===== config.mk =====
export PLATFORM = sky130hd
export DESIGN_NAME = seven_seg_controller
export DESIGN_NICKNAME = d
export VERILOG_FILES = /design/src/rtl/seven_seg_controller_pkg.sv /design/src/rtl/seven_seg_controller_hex_to_seg7.sv /design/src/rtl/seven_seg_controller.sv
export SDC_FILE = /design/constraint.sdc
export NUM_CORES = 1
export LEC_CHECK = 0
export CORE_ASPECT_RATIO = 0.9
export CORE_MARGIN = 5
export CORE_UTILIZATION = 45
export DETAILED_ROUTE_END_ITERATION = 8
export PLACE_DENSITY = 0.78
export SYNTH_ARGS = -nofsm -noshare
export SYNTH_HDL_FRONTEND = slang
export SYNTH_HIERARCHICAL = 1
export SYNTH_SLANG_ARGS = --single-unit

===== constraint.sdc =====
create_clock -name clk_in -period 6.6 [get_ports clk_in]
set_input_delay 1.32 -clock clk_in [delete_from_list [all_inputs] [get_ports clk_in]]
set_output_delay 1.32 -clock clk_in [all_outputs]
set_load 0.05 [all_outputs]

===== src/rtl/seven_seg_controller_pkg.sv =====
// Shared constants for the seven-segment display peripheral: control word
// field layout, blank pin patterns and the default refresh divider.
package seven_seg_controller_pkg;

    localparam int VAL_LSB  = 0;
    localparam int MASK_LSB = 16;
    localparam int DP_LSB   = 20;
    localparam int EN_BIT   = 24;
    localparam int CTRL_W   = 25;

    localparam logic [6:0] SEG_BLANK = 7'h7F;
    localparam logic [3:0] AN_OFF    = 4'hF;

    localparam int DEFAULT_REFRESH_DIV = 100000;

endpackage


===== src/rtl/seven_seg_controller_hex_to_seg7.sv =====
// Hex nibble to active-low seven-segment pattern, bit order {g,f,e,d,c,b,a}.
module hex_to_seg7 (
    input  logic [3:0] hex_in,
    output logic [6:0] seg_out
);

    always_comb begin
        seg_out = 7'h7F;
        case (hex_in)
            4'h0: seg_out = 7'h40;
            4'h1: seg_out = 7'h79;
            4'h2: seg_out = 7'h24;
            4'h3: seg_out = 7'h30;
            4'h4: seg_out = 7'h19;
            4'h5: seg_out = 7'h12;
            4'h6: seg_out = 7'h02;
            4'h7: seg_out = 7'h78;
            4'h8: seg_out = 7'h00;
            4'h9: seg_out = 7'h10;
            4'hA: seg_out = 7'h08;
            4'hB: seg_out = 7'h03;
            4'hC: seg_out = 7'h46;
            4'hD: seg_out = 7'h21;
            4'hE: seg_out = 7'h06;
            4'hF: seg_out = 7'h0E;
            default: seg_out = 7'h7F;
        endcase
    end

endmodule


===== src/rtl/seven_seg_controller.sv =====
// CPU-writable 4-digit multiplexed common-anode display driver: one control
// register, a refresh prescaler, and registered anode/segment/dp outputs.
module seven_seg_controller
    import seven_seg_controller_pkg::*;
#(
    parameter int REFRESH_DIV = DEFAULT_REFRESH_DIV,
    localparam int CNT_W      = $clog2(REFRESH_DIV)
) (
    input  logic        clk_in,
    input  logic        reset,
    input  logic [31:0] data_from_cpu,
    input  logic        seg_write_en,
    input  logic        seg_read_en,
    output logic [31:0] data_to_cpu,
    output logic [3:0]  an,
    output logic [6:0]  seg,
    output logic        dp
);

    logic [CTRL_W-1:0] ctrl_q, ctrl_d;
    logic [CNT_W-1:0]  cnt_q, cnt_d;
    logic [1:0]        idx_q, idx_d;
    logic [3:0]        an_q, an_d;
    logic [6:0]        seg_q, seg_d;
    logic              dp_q, dp_d;

    logic       tick;
    logic [3:0] digit_mask;
    logic [3:0] dp_mask;
    logic [3:0] nibble;
    logic [6:0] decoded;
    logic       slot_lit;
    logic       unused_wdata;

    assign unused_wdata = &{1'b0, data_from_cpu[31:CTRL_W]};

    assign tick       = (cnt_q == CNT_W'(REFRESH_DIV - 1));
    assign digit_mask = ctrl_q[MASK_LSB +: 4];
    assign dp_mask    = ctrl_q[DP_LSB +: 4];
    assign slot_lit   = ctrl_q[EN_BIT] && digit_mask[idx_q];

    always_comb begin
        nibble = ctrl_q[VAL_LSB +: 4];
        case (idx_q)
            2'd0: nibble = ctrl_q[VAL_LSB +: 4];
            2'd1: nibble = ctrl_q[VAL_LSB + 4 +: 4];
            2'd2: nibble = ctrl_q[VAL_LSB + 8 +: 4];
            2'd3: nibble = ctrl_q[VAL_LSB + 12 +: 4];
            default: nibble = ctrl_q[VAL_LSB +: 4];
        endcase
    end

    hex_to_seg7 u_hex_to_seg7 (
        .hex_in  (nibble),
        .seg_out (decoded)
    );

    // Outputs follow the pre-write register, so a write reaches the pins one
    // edge later; the tick edge always blanks to suppress ghosting.
    always_comb begin
        ctrl_d = seg_write_en ? data_from_cpu[CTRL_W-1:0] : ctrl_q;
        cnt_d  = tick ? '0 : cnt_q + 1'b1;
        idx_d  = tick ? idx_q + 2'd1 : idx_q;
        an_d   = AN_OFF;
        seg_d  = SEG_BLANK;
        dp_d   = 1'b1;
        if (!tick && slot_lit) begin
            an_d  = ~(4'b0001 << idx_q);
            seg_d = decoded;
            dp_d  = ~dp_mask[idx_q];
        end
    end

    always_ff @(posedge clk_in or posedge reset) begin
        if (reset) begin
            ctrl_q <= '0;
            cnt_q  <= '0;
            idx_q  <= '0;
            an_q   <= AN_OFF;
            seg_q  <= SEG_BLANK;
            dp_q   <= 1'b1;
        end else begin
            ctrl_q <= ctrl_d;
            cnt_q  <= cnt_d;
            idx_q  <= idx_d;
            an_q   <= an_d;
            seg_q  <= seg_d;
            dp_q   <= dp_d;
        end
    end

    assign data_to_cpu = seg_read_en ? {7'b0, ctrl_q} : 32'd0;
    assign an  = an_q;
    assign seg = seg_q;
    assign dp  = dp_q;

endmodule

==> metrics.log <==
INFO  metric min_delay_path_depth = 1
INFO  metric drt_drc_violations_left = 0
INFO  metric rsz0062_at_grt = no
INFO  metric numCtsBuffers = 5
INFO  metric tritoncts = yes
INFO  metric diodes = 0
INFO  metric boundaryPins = 80
INFO  metric worst-endpoint-required = 5280 ps
INFO  metric cp_slowest_cell = sky130_fd_sc_hd__clkdlybuf4s50_1
INFO  metric post_dp_cell_area = roughly 3600 µm²
INFO  metric max_freq = ~220 MHz
INFO  metric period_share = 0.7044
INFO  metric comb_power_share = 0.255
INFO  metric min_to = cnt_q[12]
INFO  metric die_y = approximately 86 µm
INFO  metric detail_route.first_pass.iterations = 4
INFO  metric cpMostUsedCell = sky130_fd_sc_hd__clkdlybuf4s50_1
INFO  metric routed_via_density = around 4.9
INFO  metric startpoint_type_of_the_worst_setup_path = primary input
INFO  metric grtUsageTotal = 0.1512
INFO  metric insertion_delay = ~310 ps
INFO  metric syn_area = between 2000 and 3000 µm²
INFO  metric dp_hpwl = 4.165 mm
INFO  metric grt_antenna_before_repair = 0
INFO  metric detailroute.via_count = around 2.0k
INFO  metric postSynthAreaPerCell = around 12 µm²
INFO  metric dpl_worst_slack = just under 2000 ps
INFO  metric synth_seq_cells = 56
INFO  metric seq_power_share = 0.498
INFO  metric timing_max_transition_violations_final = 0
INFO  metric final_period_minus_worst_setup_slack = 4649 ps
INFO  metric register_to_register_path_depth = 9
INFO  metric row_count = 27
INFO  metric cts-htree-levels = 2
INFO  metric timing.final.setup_violations = 0
INFO  metric yosysWarnings = 6
INFO  metric slew_headroom = 0.2129
INFO  metric max-clock-path-buffers = 2
INFO  metric hold_class = reg2reg
INFO  metric switching_share = 0.3176
INFO  metric std_cell_core_area = a little over 6000 µm²
INFO  metric worstPathBufferInverterCount = 2
INFO  metric count_of_flip_flops_with_a_built_in_enable_after_synthesis = 0
INFO  metric critical_path_capture_point_type = output port
INFO  metric critical_path.reg2reg.startpoint = idx_q[0]
INFO  metric synth.top_cell.area_share = 0.3780
INFO  metric routed_wirelength = between 5 and 6 mm
INFO  metric cts_root_buf = sky130_fd_sc_hd__clkbuf_8
INFO  metric die_width = 94.81 µm
INFO  metric regToRegSetupSlack = 3820 ps
INFO  metric synthDistinctLibCells = 43
INFO  metric clkSlewWorstSetupHoldPaths = 100 ps
INFO  metric setup_ws = between 1500 and 2000 ps
INFO  metric p_int = approximately 0.52 mW
INFO  metric detail_route.wl_per_cell = 14.53 µm
INFO  metric yosys.cell_count.top_type = sky130_fd_sc_hd__dfrtp_1
INFO  metric timing.clock.skew = 11.30 ps
INFO  metric grt_pass1_vias = 2116
INFO  metric synthToLayoutAreaGrowth = 26.29%
INFO  metric port-buffer-count = 65
INFO  metric grt_overflow = 0
INFO  metric power_density = 207.3 nW/µm²
INFO  metric post_cts_sizing_count = 0
INFO  metric tns = 0 ps
INFO  metric yosysSeqAreaShare = 0.4863
INFO  metric clock_sink_count = 56
INFO  metric globalplace.congestion = 0.7491
INFO  metric worst_slew_pin_slew = between 1000 and 1500 ps
INFO  metric r2r-end = seg[3]
INFO  metric synth_top_cells_by_count = 44 x sky130_fd_sc_hd__dfrtp_1, 25 x sky130_fd_sc_hd__and2_1, 22 x sky130_fd_sc_hd__mux2_2, 15 x sky130_fd_sc_hd__nand2_1, 14 x sky130_fd_sc_hd__nor2_1
INFO  metric critical_path_peak_fanout = 25
INFO  metric timing.max_cap.violations = 0
INFO  metric async_set_reset_flop_share_out_of_synthesis = 1.000
INFO  metric worst_path_dominant_cell_family = buffers and inverters
INFO  metric hold_viol_final = 0
INFO  metric clkPwrFrac = 0.247
INFO  metric critical_path_class = in2out
INFO  metric grt_pass1_wl = 9.922 mm
INFO  metric cts_post_setup_buffers_inserted = 0
INFO  metric die_area = 8184 µm²
INFO  metric netlist_top_cells_area = sky130_fd_sc_hd__dfrtp_1 38%, sky130_fd_sc_hd__dfstp_2 11%, sky130_fd_sc_hd__mux2_2 8.5%
INFO  metric synth_area_leader_cell = sky130_fd_sc_hd__dfrtp_1
INFO  metric peakVddDrop = between 0.0001 and 0.00015 V
INFO  metric final_util = 0.5918
INFO  metric final_layout_size_suffix_gt1_frac = 0.1778
INFO  metric drt_antenna_net_count = 0
INFO  metric slowest_delay = about 950 ps
INFO  metric grt_max_degree = 57
INFO  metric postLayoutCellArea = 3679 µm²
INFO  metric switchingPower = 0.2422 mW
INFO  metric leakagePower = 1.593 nW
INFO  metric design.final.nets = 363
INFO  metric drt_iter0_drc = 79
INFO  metric cts_hold_repair.buffers = 0
INFO  metric worstPathArrival = roughly 3300 ps
INFO  metric crit_path_cell_trace = clkdlybuf4s50_1 -> and2_1 -> clkdlybuf4s50_1
INFO  metric result_of_the_run = finished clean
INFO  metric floorplan.initialDensity = 0.4686
INFO  metric min-delay-start = cnt_q[12]
INFO  metric ys.flop_type = sky130_fd_sc_hd__dfrtp_1
INFO  metric netlist_instances = about 250
[layout make-up]
cell class	count	area, µm²
clock buffer	5	68.82
clock inverter	3	21.27
fill	562	2537
inverter	11	41.29
multi-input combinational	174	1364
sequential	56	1416
tap	87	108.9
timing repair buffer	66	658.1
[routing by layer]
layer | vias to the layer above | routed length, µm | track usage
met2 | 61 | 2517 | 0.2311
met3 | 4 | 519 | 0.06684
met5 | - | 0 | 0
met1 | 920 | 2768 | 0.2013
met4 | 0 | 34 | 0.02752
li1 | 972 | - | -
[layout by cell type (no fill, tap or decap), types with 8 or more instances in the layout]
master and n:
sky130_fd_sc_hd__inv_1 10, sky130_fd_sc_hd__xor2_1 8, sky130_fd_sc_hd__o21ai_0 8, sky130_fd_sc_hd__and2_1 25
sky130_fd_sc_hd__nor2_1 14, sky130_fd_sc_hd__mux2_2 22, sky130_fd_sc_hd__mux2i_1 8, sky130_fd_sc_hd__dfstp_2 12
sky130_fd_sc_hd__clkdlybuf4s50_1 65, sky130_fd_sc_hd__nand2_1 15, sky130_fd_sc_hd__dfrtp_1 44, sky130_fd_sc_hd__ha_1 13
[through the flow]
step / power (mW) / hold slack [ps] / instances
global route: 0.8002 / 546.0 / 402
detailed placement: 0.5817 / 499.5 / 394
floorplan: 0.5203 / 467.6 / 259
global placement: 0.5789 / 492.1 / 394
finish: 0.7626 / 516.1 / 402
CTS: 0.7694 / 515.2 / 402
[worst register-to-register path: cells and delay by family, from the launching register on]
kind | cells | cell delay (ps)
and+or+nand+nor | 1 | 150
DFF | 1 | 470
muxes | 2 | 920
AOI/OAI and AO/OA | 1 | 130
adders and majority gates | 2 | 590
buffers and inverters | 3 | 420
[state kept, by name, summed over array words and instances, names as in the netlist]
signal and cells:
an 4, cnt_q 17, ctrl_q 25, dp 1
idx_q 2, seg 7
[power by group through the flow]
| stage | sequential, mW | combinational [mW] | clock (mW) |
|---|---|---|---|
| after CTS | 0.380 | 0.196 | 0.193 |
| after global routing | 0.383 | 0.208 | 0.209 |
| after floorplan | 0.404 | 0.117 | 0 |
| after global placement | 0.385 | 0.194 | 0 |
| after detailed placement | 0.386 | 0.196 | 0 |
| final | 0.379 | 0.194 | 0.189 |
[kinds of logic (layout without fill, tap and decap cells)]
| family | count (synthesis) | in the layout | synth area share |
|---|---|---|---|
| buf+inv | 29 | 85 | 0.05326 |
| xor+xnor | 14 | 14 | 0.04210 |
| other cells | 1 | 7 | 0.001287 |
| fa+ha+maj | 13 | 13 | 0.05584 |
| compound gates | 19 | 19 | 0.04597 |
| simple gates | 88 | 88 | 0.1783 |
| mux | 33 | 33 | 0.1370 |
| flops | 56 | 56 | 0.4863 |
[worst max path at each step]
stage	to	cells past startpoint	start	slack, ps
detailed placement	data_to_cpu[17]	3	seg_read_en	1940
global placement	data_to_cpu[3]	3	seg_read_en	1930
global route	data_to_cpu[6]	3	seg_read_en	1850
floorplan	data_to_cpu[10]	2	seg_read_en	3330
CTS	data_to_cpu[17]	3	seg_read_en	1940
finish	data_to_cpu[17]	3	seg_read_en	1950
Note: power is estimated with default switching activity, not from simulation.
